<file path="src/rtl/kb_event_fifo.sv">
// Keyboard/monitor event FIFO in the clk27 domain. The CPU pops the head by toggling an ack bit.
// It also reports the fill level, a sticky overflow flag and a saturating count of discarded events.
module kb_event_fifo #(
    parameter int DATA_W    = 16,
    parameter int DEPTH     = 8,
    parameter int EDGE_TRIG = 1,
    parameter int OVERWRITE = 0
) (
    input  logic                     clk27,
    input  logic                     reset_n,
    input  logic                     evt_valid,
    input  logic [DATA_W-1:0]        evt_data,
    input  logic                     rd_ack_tgl,
    input  logic                     cnt_clr,
    output logic [DATA_W-1:0]        rd_data,
    output logic                     rd_valid,
    output logic [$clog2(DEPTH):0]   level,
    output logic                     full,
    output logic                     overflow,
    output logic [7:0]               drop_cnt
);

    localparam int AW  = $clog2(DEPTH);
    localparam int LW  = AW + 1;
    localparam bit OVW = (OVERWRITE != 0);
    localparam bit EDG = (EDGE_TRIG != 0);

    logic [DATA_W-1:0] mem_q [DEPTH];

    logic [AW-1:0]     wr_ptr_q, wr_ptr_d;
    logic [AW-1:0]     rd_ptr_q, rd_ptr_d;
    logic [LW-1:0]     level_q, level_d;
    logic [DATA_W-1:0] rd_data_q, rd_data_d;
    logic              rd_valid_q, rd_valid_d;
    logic              full_q, full_d;
    logic              overflow_q, overflow_d;
    logic [7:0]        drop_cnt_q, drop_cnt_d;
    logic              evt_prev_q, evt_prev_d;
    logic              ack_prev_q, ack_prev_d;

    logic              push_req, pop_req, pop_ok, drop, do_write, rd_adv;
    logic [LW-1:0]     remain;

    always_comb begin
        push_req   = EDG ? (evt_valid & ~evt_prev_q) : evt_valid;
        pop_req    = rd_ack_tgl ^ ack_prev_q;
        pop_ok     = pop_req & rd_valid_q;
        drop       = push_req & full_q & ~pop_ok;
        do_write   = push_req & (~full_q | pop_ok | OVW);
        // In overwrite mode a drop evicts the oldest entry, so the read side advances too.
        rd_adv     = pop_ok | (drop & OVW);

        wr_ptr_d   = wr_ptr_q + AW'(do_write);
        rd_ptr_d   = rd_ptr_q + AW'(rd_adv);
        level_d    = level_q + LW'(do_write) - LW'(rd_adv);
        remain     = level_q - LW'(rd_adv);
        rd_valid_d = (level_d != '0);
        full_d     = (level_d == LW'(DEPTH));

        // The head is registered. It bypasses the memory when the incoming word lands in an otherwise empty queue.
        rd_data_d  = rd_data_q;
        if (level_d != '0) begin
            if (remain == '0) begin
                rd_data_d = evt_data;
            end else begin
                rd_data_d = mem_q[rd_ptr_d];
            end
        end

        overflow_d = overflow_q;
        drop_cnt_d = drop_cnt_q;
        if (cnt_clr) begin
            overflow_d = 1'b0;
            drop_cnt_d = 8'd0;
        end else if (drop) begin
            overflow_d = 1'b1;
            if (drop_cnt_q != 8'hFF) begin
                drop_cnt_d = drop_cnt_q + 8'd1;
            end
        end

        evt_prev_d = evt_valid;
        ack_prev_d = rd_ack_tgl;
    end

    always_ff @(posedge clk27) begin
        if (do_write) begin
            mem_q[wr_ptr_q] <= evt_data;
        end
    end

    always_ff @(posedge clk27) begin
        if (!reset_n) begin
            wr_ptr_q   <= '0;
            rd_ptr_q   <= '0;
            level_q    <= '0;
            rd_data_q  <= '0;
            rd_valid_q <= 1'b0;
            full_q     <= 1'b0;
            overflow_q <= 1'b0;
            drop_cnt_q <= 8'd0;
            evt_prev_q <= 1'b1;
            ack_prev_q <= rd_ack_tgl;
        end else begin
            wr_ptr_q   <= wr_ptr_d;
            rd_ptr_q   <= rd_ptr_d;
            level_q    <= level_d;
            rd_data_q  <= rd_data_d;
            rd_valid_q <= rd_valid_d;
            full_q     <= full_d;
            overflow_q <= overflow_d;
            drop_cnt_q <= drop_cnt_d;
            evt_prev_q <= evt_prev_d;
            ack_prev_q <= ack_prev_d;
        end
    end

    assign rd_data  = rd_data_q;
    assign rd_valid = rd_valid_q;
    assign level    = level_q;
    assign full     = full_q;
    assign overflow = overflow_q;
    assign drop_cnt = drop_cnt_q;

endmodule
</file>
<file path="config.mk">
export PLATFORM = sky130hd
export DESIGN_NAME = kb_event_fifo
export DESIGN_NICKNAME = d
export VERILOG_FILES = /design/src/rtl/kb_event_fifo.sv
export SDC_FILE = /design/constraint.sdc
export NUM_CORES = 1
export LEC_CHECK = 0
export BUFFER_PORTS_ARGS = -buffer_cell sky130_fd_sc_hd__buf_2
export CORE_UTILIZATION = 55
export CTS_BUF_LIST = sky130_fd_sc_hd__clkbuf_8
export DETAILED_ROUTE_END_ITERATION = 10
export PLACE_DENSITY = 0.83
export SYNTH_ARGS = -nofsm -noshare
export SYNTH_HDL_FRONTEND = slang
export SYNTH_SLANG_ARGS = --single-unit
</file>
<file path="constraint.sdc">
create_clock -name clk27 -period 9 [get_ports clk27]
set_input_delay 1.35 -clock clk27 [delete_from_list [all_inputs] [get_ports clk27]]
set_output_delay 1.35 -clock clk27 [all_outputs]
set_load 0.05 [all_outputs]
</file>
==> impl_metrics.tcl, run 1 <==
set metrics [dict create \
    status "completed" \
    grt_pass1_wl_microns 22470 \
    antenna_found_initial 0 \
    ant_nets 0 \
    crit_type "input port to flop" \
    num_vias 4446 \
    hold_path_class "flop to flop" \
    crit_arrival_ns 4.65 \
    period_share 0.4787 \
    clkTransAtPathRegs_ns 0.09 \
    layout_setup_ws_ns 4.692 \
    cts.sinks 167 \
    synthArstFlopShare 0 \
    dpl_cell_area_sq_um 7393 \
    synthCells 505 \
    grt_pass1_vias 4422 \
    grt_use_total 0.2367 \
    holdWs_ns 0.4703 \
    period_needed_ns 4.308 \
    skew_ns 0.01202 \
    crit_path_max_incr_delay_ns 0.65 \
    preCtsSetupSlack_ns 4.323 \
    yosysWarnings 0 \
    multi_input_area_sq_um 2101 \
    wl_per_cell_microns 19.61 \
    crit_path_max_fanout 16 \
    clock_latency_ns 0.45 \
    yosys_most_used_dff "edfxtp_1" \
    die_h_microns 114.2 \
    first_pass_iters 4 \
    yosys_register_bits 167 \
    yosysSeqAreaShare 0.6676 \
    io_buffer_count 51 \
    max-vdd-ir-drop_uv 225.1 \
    p_switching_uw 822.4 \
    synth_nets 538 \
    yosysUniqueCellTypes 43 \
    cts_resized 0 \
    crit_top_cell "inv_1" \
    core_region_area_sq_um 12160 \
    dp_hpwl_microns 8767 \
    min_from "overflow" \
    r2r_end "rd_data[9]" \
    slew_headroom 0.2387 \
    drtIter0Drc 315 \
    intPower_mw 1.390 \
    max_cap_violations 0 \
    hold_viol_final 0 \
    crit_required_ns 9.34 \
    finalMaxSlewViolations 0 \
    slowest_stage "nand3_1" \
    syn_avg_cell_area_sq_um 13.72 \
    die_area_sq_um 13050 \
    setup.worst_path.start_class "input port" \
    cts_made_buffers 17 \
    netlist_area_sq_um 6927 \
    postCtsHoldBufs 0 \
    rsz0062_at_grt "no" \
    reg2reg_depth 12 \
    seqCellArea_sq_um 4624 \
    crit_path_end_kind "flop" \
    combPwrFrac 0.346 \
    gp_congestion 0.8344 \
    clkPwrFrac 0.237 \
    dieWidth_microns 114.2 \
    n_antenna_cell 0 \
    cts_setup_buffers 0 \
    setup_viol 0 \
    drc_errors 0 \
    cp_top_family "simple AND/OR/NAND/NOR gates" \
    path_buf_inv 4 \
    core.rowCount 40 \
    tns_ns 0 \
    seqPwrFrac 0.417 \
    p_per_area_nw_per_um2 283.8 \
    nets 591 \
    wirelength_microns 14490 \
    cts_tree "yes" \
    power.total_mw 2.212 \
    synth_edf_count 128 \
    switching_share 0.3717 \
    power.leakage_nw 2.605 \
    grt_overflow_total 0 \
    rrSetupSlack_ns 5.38 \
    grt_max_degree 66 \
    fmax_mhz 232.1 \
    n_fill_cell 893 \
    htreeDepth 4 \
    timing.critical_path.from "rd_ack_tgl" \
    drive_gt1_frac 0.1804 \
    tightest_slew_ns 1.142 \
    hold_end "overflow" \
    io_pins 52 \
    drt-vias-per-instance 6.016 \
    stdcell_area_sq_um 7795 \
    area_delta_synth_final_pct 12.54 \
    path_cells "buf_2 -> xnor2_1 -> o21ai_0 -> nand2_1 -> ha_1 -> inv_1 -> ha_1 -> inv_1 -> fa_1 -> inv_1 -> nor4_1 -> nand3_1 -> o32ai_1" \
    cts_root_buffer "clkbuf_8" \
    cts.path.max_buffers 2 \
    start_util 0.5695 \
    hold_depth 2 \
    rr_startpoint "ack_prev_q" \
]
## flip-flops by register name, indices dropped and copies added (netlist names)
register and count:
rd_data 16, ack_prev_q 1, evt_prev_q 1, level 4, drop_cnt 8, overflow 1, rd_ptr_q 3, rd_valid 1
full 1, wr_ptr_q 3, mem_q 128
## per-layer routing
metal / GRT usage / share of wire / up-vias
met5: 0 / 0 / -
met4: 0.1117 / 0.025 / 0
met3: 0.06458 / 0.080 / 36
met2: 0.3943 / 0.49 / 203
met1: 0.2873 / 0.40 / 2167
li1: - / - / 2040
## final cells by class
cell class / count / share of cell area
timing repair buffer: 63 / 0.04430
sequential: 167 / 0.5933
inverter: 30 / 0.01445
multi-input combinational: 279 / 0.2695
clock buffer: 20 / 0.03531
tap: 168 / 0.02697
clock inverter: 12 / 0.01621
## layout by cell type, fill, tap and decap left out, types with 4 or more instances in the layout
| master | n |
|---|---|
| edfxtp_1 | 128 |
| nand3_1 | 70 |
| mux2i_1 | 65 |
| buf_2 | 51 |
| dfxtp_1 | 39 |
| inv_1 | 32 |
| clkbuf_8 | 20 |
| o21ai_0 | 19 |
| nor2_1 | 17 |
| a41oi_1 | 16 |
| o32ai_1 | 16 |
| buf_4 | 12 |
| ha_1 | 10 |
| a21oi_1 | 8 |
| nand2_1 | 5 |
| and2_1 | 5 |
| xnor2_1 | 4 |
| nand2b_1 | 4 |
## metrics by stage
step / utilization / std cells
CTS: 0.6409 / 739
detailed placement: 0.6079 / 707
global placement: 0.6079 / 707
floorplan: - / 505
global route: 0.6409 / 739
finish: 0.6409 / 739
## Yosys cell counts, types with 2 or more instances
library cell / number / area, sq um
a21oi_1: 8 / 40.04
buf_2: 8 / 40.04
nand3b_1: 2 / 15.01
a41oi_1: 16 / 140.1
edfxtp_1: 128 / 3844
ha_1: 11 / 137.6
nor3_1: 3 / 15.01
nor2b_1: 2 / 12.51
nand3_1: 70 / 350.3
inv_1: 30 / 112.6
xor2_1: 3 / 26.28
o41ai_1: 2 / 17.52
o21ai_0: 19 / 95.09
nor2_1: 17 / 63.81
nor4_1: 2 / 12.51
and2_1: 5 / 31.28
nand2b_1: 4 / 25.02
or4_1: 3 / 22.52
o31ai_1: 3 / 22.52
o211ai_1: 3 / 22.52
o32ai_1: 16 / 140.1
dfxtp_1: 39 / 780.8
nand2_1: 5 / 18.77
clkbuf_1: 19 / 71.32
xnor2_1: 5 / 43.79
mux2i_1: 65 / 650.6
## power groups by stage
stage	Sequential [mW]	Combinational, mW	Clock, mW
5_1_grt	0.927	0.817	0.569
2_1_floorplan	1.07	0.437	0
3_3_place_gp	0.936	0.728	0
6_report	0.922	0.765	0.525
4_1_cts	0.922	0.760	0.533
3_5_place_dp	0.938	0.756	0
## tightest hold or removal path: stages, from the launching register on
cell and delay, ns:
dfxtp_1 0.33, nor2_1 0.05, nor2_1 0.06
## logic make-up after synthesis
group,count (synthesis),share of synthesized area
xor gates and xnor gates,8,0.01012
and+or+nand+nor,121,0.09122
DFF,167,0.6676
adders and majority gates,12,0.02276
buffers and inverters,59,0.03450
AOI/OAI and AO/OA,73,0.07984
muxes,65,0.09393
## worst max-delay path by stage
stage | to | cells past startpoint
floorplan | rd_data[10] | 13
global placement | rd_data[11] | 12
detailed placement | rd_data[1] | 13
CTS | rd_data[9] | 13
global route | rd_data[13] | 13
finish | rd_data[9] | 13
(Power assumes the default switching activity.)
==> run 2: changes to the inputs <==
Settings changed: ABC_AREA from default to 1, PLACE_DENSITY 0.83 to 0.85.
Clock period 9 ns to 3.4 ns, I/O delays scaled along.
==> impl_metrics.tcl, run 2 <==
set metrics [dict create \
    status "completed" \
    crit_top_cell "inv_1" \
    grt_pass1_wl_microns 25630 \
    wirelength_microns 15940 \
    fmax_mhz 352.0 \
    cts_resized 0 \
    area_delta_synth_final_pct 12.03 \
    cts_root_buffer "clkbuf_8" \
    dpl_cell_area_sq_um 8060 \
    period_share 0.8357 \
    cts_setup_buffers 0 \
    skew_ns 0.01186 \
    cts_tree "yes" \
    setup.worst_path.start_class "flop" \
    core_region_area_sq_um 13350 \
    clkTransAtPathRegs_ns 0.09 \
    io_buffer_count 51 \
    power.leakage_nw 3.899 \
    cts_made_buffers 17 \
    largest_reg_flops 128 \
    yosysSeqAreaShare 0.6115 \
    max-vdd-ir-drop_uv 408.8 \
    synth_top_area_frac 0.5083 \
    drive_gt1_frac 0.1327 \
    drc_errors 0 \
    core.rowCount 42 \
    crit_required_ns 3.80 \
    synth_area_leader_cell "edfxtp_1" \
    tightest_slew_ns 1.046 \
    yosys_most_used_dff "edfxtp_1" \
    grt_use_total 0.2415 \
    syn_avg_cell_area_sq_um 9.200 \
    grt_max_degree 66 \
    rsz0062_at_grt "no" \
    crit_path_end_kind "flop" \
    hold_viol_final 0 \
    synthTopCellsByCount "225 x nand2_1, 129 x inv_1, 128 x edfxtp_1" \
    grt_pass1_vias 5264 \
    nets 917 \
    netlist_area_sq_um 7562 \
    n_antenna_cell 0 \
    num_vias 5498 \
    synthArstFlopShare 0 \
    crit_path_max_fanout 16 \
    crit_path_max_incr_delay_ns 0.51 \
    clock_latency_ns 0.46 \
    start_util 0.5666 \
    wl_per_cell_microns 14.86 \
    synthCells 822 \
    holdWs_ns 0.1777 \
    stdcell_area_sq_um 8472 \
    die_h_microns 119.3 \
    yosysWarnings 0 \
    tns_ns 0 \
    cts.sinks 167 \
    antenna_found_initial 0 \
    ant_nets 0 \
    period_needed_ns 2.841 \
    p_per_area_nw_per_um2 813.5 \
    io_pins 52 \
    synth_area_leaders "edfxtp_1 51%, nand2_1 11%, dfxtp_1 10%" \
    yosys_register_bits 167 \
    synth_nets 855 \
    postCtsHoldBufs 0 \
    synth.most_common_cell "nand2_1" \
    setup_viol 0 \
    dieWidth_microns 119.3 \
    power.total_mw 6.891 \
    max_cap_violations 0 \
    finalMaxSlewViolations 0 \
    cts.path.max_buffers 2 \
    drtIter0Drc 453 \
    crit_arrival_ns 3.24 \
    synth_edf_count 128 \
    path_cells "inv_1 -> nand2_1 -> nand3_1 -> a21oi_2 -> inv_1 -> ha_1 -> inv_1 -> ha_1 -> inv_1 -> fa_1 -> nand2_1 -> nor2_4 -> nand3_2 -> nand2_1 -> nor2_1 -> nor2_1" \
    gp_congestion 0.8243 \
    drt-vias-per-instance 5.124 \
    htreeDepth 4 \
    slowest_stage "fa_1" \
    first_pass_iters 5 \
    grt_overflow_total 0 \
    top_register "mem_q" \
    crit_type "flop to flop" \
    dp_hpwl_microns 9947 \
    hold_path_class "input port to flop" \
    mostFrequentLayoutCells "225 x nand2_1, 129 x inv_1, 128 x edfxtp_1, 120 x nor2_1, 69 x nand3_1" \
    yosysUniqueCellTypes 31 \
    slew_headroom 0.2993 \
    final_common_cell "nand2_1" \
    die_area_sq_um 14220 \
]
run 2: changes by cell type after synthesis, moves of 4 or more:
cell / delta
and2_1: -5
o32ai_1: -16
mux2i_1: -65
nand3_2: +5
buf_2: +5
a41oi_1: -16
clkbuf_1: -10
inv_1: +99
nand2b_1: -4
nand3b_1: +14
nor2_1: +103
nand2_1: +220
run 2: cell type report:
cell class,count,area [sq um]
Clock buffer,17,234.0
Multi-Input combinational cell,494,2282
Clock inverter,15,177.7
Sequential cell,167,4624
Inverter,132,495.5
Fill cell,1045,4876
Timing Repair Buffer,72,437.9
Tap cell,176,220.2
run 2: logic make-up after synthesis:
group,share of synthesized area
xor+xnor,0.01357
flops,0.6115
fa+ha+maj,0.02085
compound gates,0.01969
buf+inv,0.08703
simple gates,0.2474
run 2: report_power, final:
part | internal, mW | switching, mW
combinational | 0.879 | 2.12
clock | 0.727 | 0.724
sequential | 2.34 | 0.0980
total | 3.95 | 2.95
run 2: worst paths after layout:
| kind | from | endpoint | slack (ns) | depth (start not counted) |
|---|---|---|---|---|
| worst min register to register | overflow | overflow | 0.46 | 2 |
| worst min-delay path | rd_ack_tgl | ack_prev_q | 0.18 | 1 |
| worst max-delay path | ack_prev_q | rd_data[0] | 0.56 | 16 |
| worst max register to register | ack_prev_q | rd_data[0] | 0.56 | 16 |
run 2: layer usage:
metal  up-vias  track usage  part of all wire
met5         -            0                 0
met4         0       0.1218             0.024
met3        33      0.05556             0.079
met2       238       0.3859              0.48
met1      2516       0.3086              0.42
li1       2711            -                 -
run 2: metrics by stage:
stage          std cells  worst slack [ns]  utilization
2_1_floorplan        822            0.4844            -
3_3_place_gp        1041            0.4079       0.6039
3_5_place_dp        1041            0.2739       0.6039
4_1_cts             1073            0.5575       0.6347
5_1_grt             1073            0.2564       0.6347
6_report            1073            0.5587       0.6347
run 2: critical path, delay by kind of cell, from the launching register on:
family          cells  cell delay, ns
flops               1            0.34
simple gates        8            1.09
compound gates      1            0.21
fa+ha+maj           3            0.93
buf+inv             4            0.24
==> run 3: changes to the inputs <==
Settings changed: ABC_AREA 1 to 0, PLACE_DENSITY 0.85 to 0.83.
Clock period 3.4 ns to 2.8 ns, I/O delays scaled along.
==> impl_metrics.tcl, run 3 (synthesized netlist as in run 1, its figures left out) <==
set metrics [dict create \
    nets 611 \
    max-vdd-ir-drop_uv 484.9 \
    htreeDepth 4 \
    grt_overflow_total 0 \
    rsz0062_at_grt "yes" \
    cts_made_buffers 17 \
    p_per_area_nw_per_um2 935.5 \
    io_pins 52 \
    hold_viol_final 0 \
    die_area_sq_um 13050 \
    n_fill_cell 815 \
    r2r_end "rd_data[4]" \
    drive_gt1_frac 0.2538 \
    max_cap_violations 0 \
    drtIter0Drc 321 \
    post-place-cells 723 \
    final_common_cell "edfxtp_1" \
    setup.worst_path.start_class "flop" \
    drc_errors 0 \
    grt_use_total 0.2487 \
    clock_latency_ns 0.46 \
    slew_headroom 0.4928 \
    grt_pass1_wl_microns 23630 \
    dp_hpwl_microns 9379 \
    core.rowCount 40 \
    cts_tree "yes" \
    skew_ns 0.01256 \
    antenna_found_initial 1 \
    cts_root_buffer "clkbuf_8" \
    cts.path.max_buffers 2 \
    period_share 1.021 \
    finalMaxSlewViolations 0 \
    first_pass_iters 6 \
    crit_required_ns 3.17 \
    largest_reg_flops 128 \
    status "finished with violations" \
    wl_per_cell_microns 20.87 \
    preCtsSetupSlack_ns -0.3066 \
    cts.sinks 167 \
    clkTransAtPathRegs_ns 0.08 \
    hold_end "ack_prev_q" \
    n_antenna_cell 0 \
    grt_pass1_vias 4523 \
    timing.critical_path.from "ack_prev_q" \
    wirelength_microns 15840 \
    violations "setup timing" \
    hold_path_class "input port to flop" \
    ant_nets 0 \
    mostFrequentLayoutCells "128 x edfxtp_1, 69 x nand3_1, 65 x mux2i_1, 51 x buf_2, 36 x dfxtp_1" \
    rrSetupSlack_ns -0.06 \
    drt-vias-per-instance 6.042 \
    crit_arrival_ns 3.23 \
    period_needed_ns 2.860 \
    area_delta_synth_final_pct 19.36 \
    core_region_area_sq_um 12160 \
    start_util 0.5695 \
    fmax_mhz 349.7 \
    crit_type "flop to flop" \
    top_register "mem_q" \
    layout_setup_ws_ns -0.06000 \
    layout.cells.non_filler 759 \
    setup_viol 16 \
    reg2reg_depth 13 \
    gp_congestion 0.8803 \
    min_from "rd_ack_tgl" \
    power.leakage_nw 2.782 \
    dieWidth_microns 114.2 \
    tightest_slew_ns 0.7575 \
    num_vias 4586 \
    seqCellArea_sq_um 4631 \
    rr_startpoint "ack_prev_q" \
    die_h_microns 114.2 \
    grt_max_degree 34 \
    hold_depth 1 \
    crit_path_end_kind "flop" \
    io_buffer_count 51 \
    multi_input_area_sq_um 2327 \
    crit_path_max_fanout 8 \
]
-- run 3: cell types whose count changed in the layout (fill, tap and decap cells not counted), moves of 8 or more --
cell / delta
nand2_1: -220
nor2_1: -103
inv_1: -100
mux2i_1: +65
a41oi_1: +16
nand3b_1: -14
o32ai_2: +11
buf_12: +8
-- run 3: repair_timing --
item / CTS / global route
hold buffers: 0 / 0
setup buffers: 2 / 1
setup endpoints to repair: 16 / 16
gates cloned: 0 / 1
pin swaps: 3 / 21
gates resized for setup: 3 / 29
-- run 3: stage by stage --
stage          setup TNS (ns)  hold WS, ns    util  instance area (sq um)  total power [mW]
6_report              -0.6219       0.1020  0.6798                   8268             7.734
3_5_place_dp           -4.380       0.4544  0.6294                   7655             5.658
5_1_grt                -2.859      0.08844  0.6798                   8268             8.025
4_1_cts             -0.008232      0.05665  0.6607                   8035             7.214
2_1_floorplan               0       0.4477       -                   6953             4.875
3_3_place_gp           -1.249       0.4433  0.6294                   7655             5.547
-- run 3: final cells by class --
cell class | instances | share of cell area
Sequential cell | 167 | 0.5601
Multi-Input combinational cell | 279 | 0.2815
Timing Repair Buffer | 83 | 0.07718
Inverter | 30 | 0.01392
Tap cell | 168 | 0.02542
Clock buffer | 21 | 0.03496
Clock inverter | 11 | 0.006961
-- run 3: metal layers --
layer  vias up  GRT usage  part of all wire
met5         -          0                 0
met4         0     0.1134             0.025
met3        36    0.04870             0.077
met2       219     0.4214              0.51
met1      2247     0.3099              0.39
li1       2084          -                 -
-- run 3: how the worst max path moves through the flow --
stage	depth (start not counted)	to	slack, ns
final	13	rd_data[4]	-0.06
after global routing	13	rd_data[3]	-0.21
after CTS	13	rd_data[13]	-0.005
after detailed placement	14	rd_data[6]	-0.31
after global placement	14	rd_data[8]	-0.08
after floorplan	13	rd_data[10]	0.008
-- run 3: critical path, cell delays in order (launching register included) --
cell       delay, ns
dfxtp_2         0.33
xnor2_2         0.14
o21ai_1         0.18
nand2_1         0.10
ha_1            0.32
inv_2           0.07
ha_4            0.13
inv_2           0.04
fa_2            0.57
inv_4           0.05
nor4_4          0.28
nand3_2         0.21
clkbuf_16       0.26
o32ai_2         0.09
-- run 3: report_power, final --
part           internal, mW  total, mW  switching, mW
Combinational          1.21       3.25           2.04
Sequential             2.84       2.97          0.131
Clock                 0.689       1.52          0.827
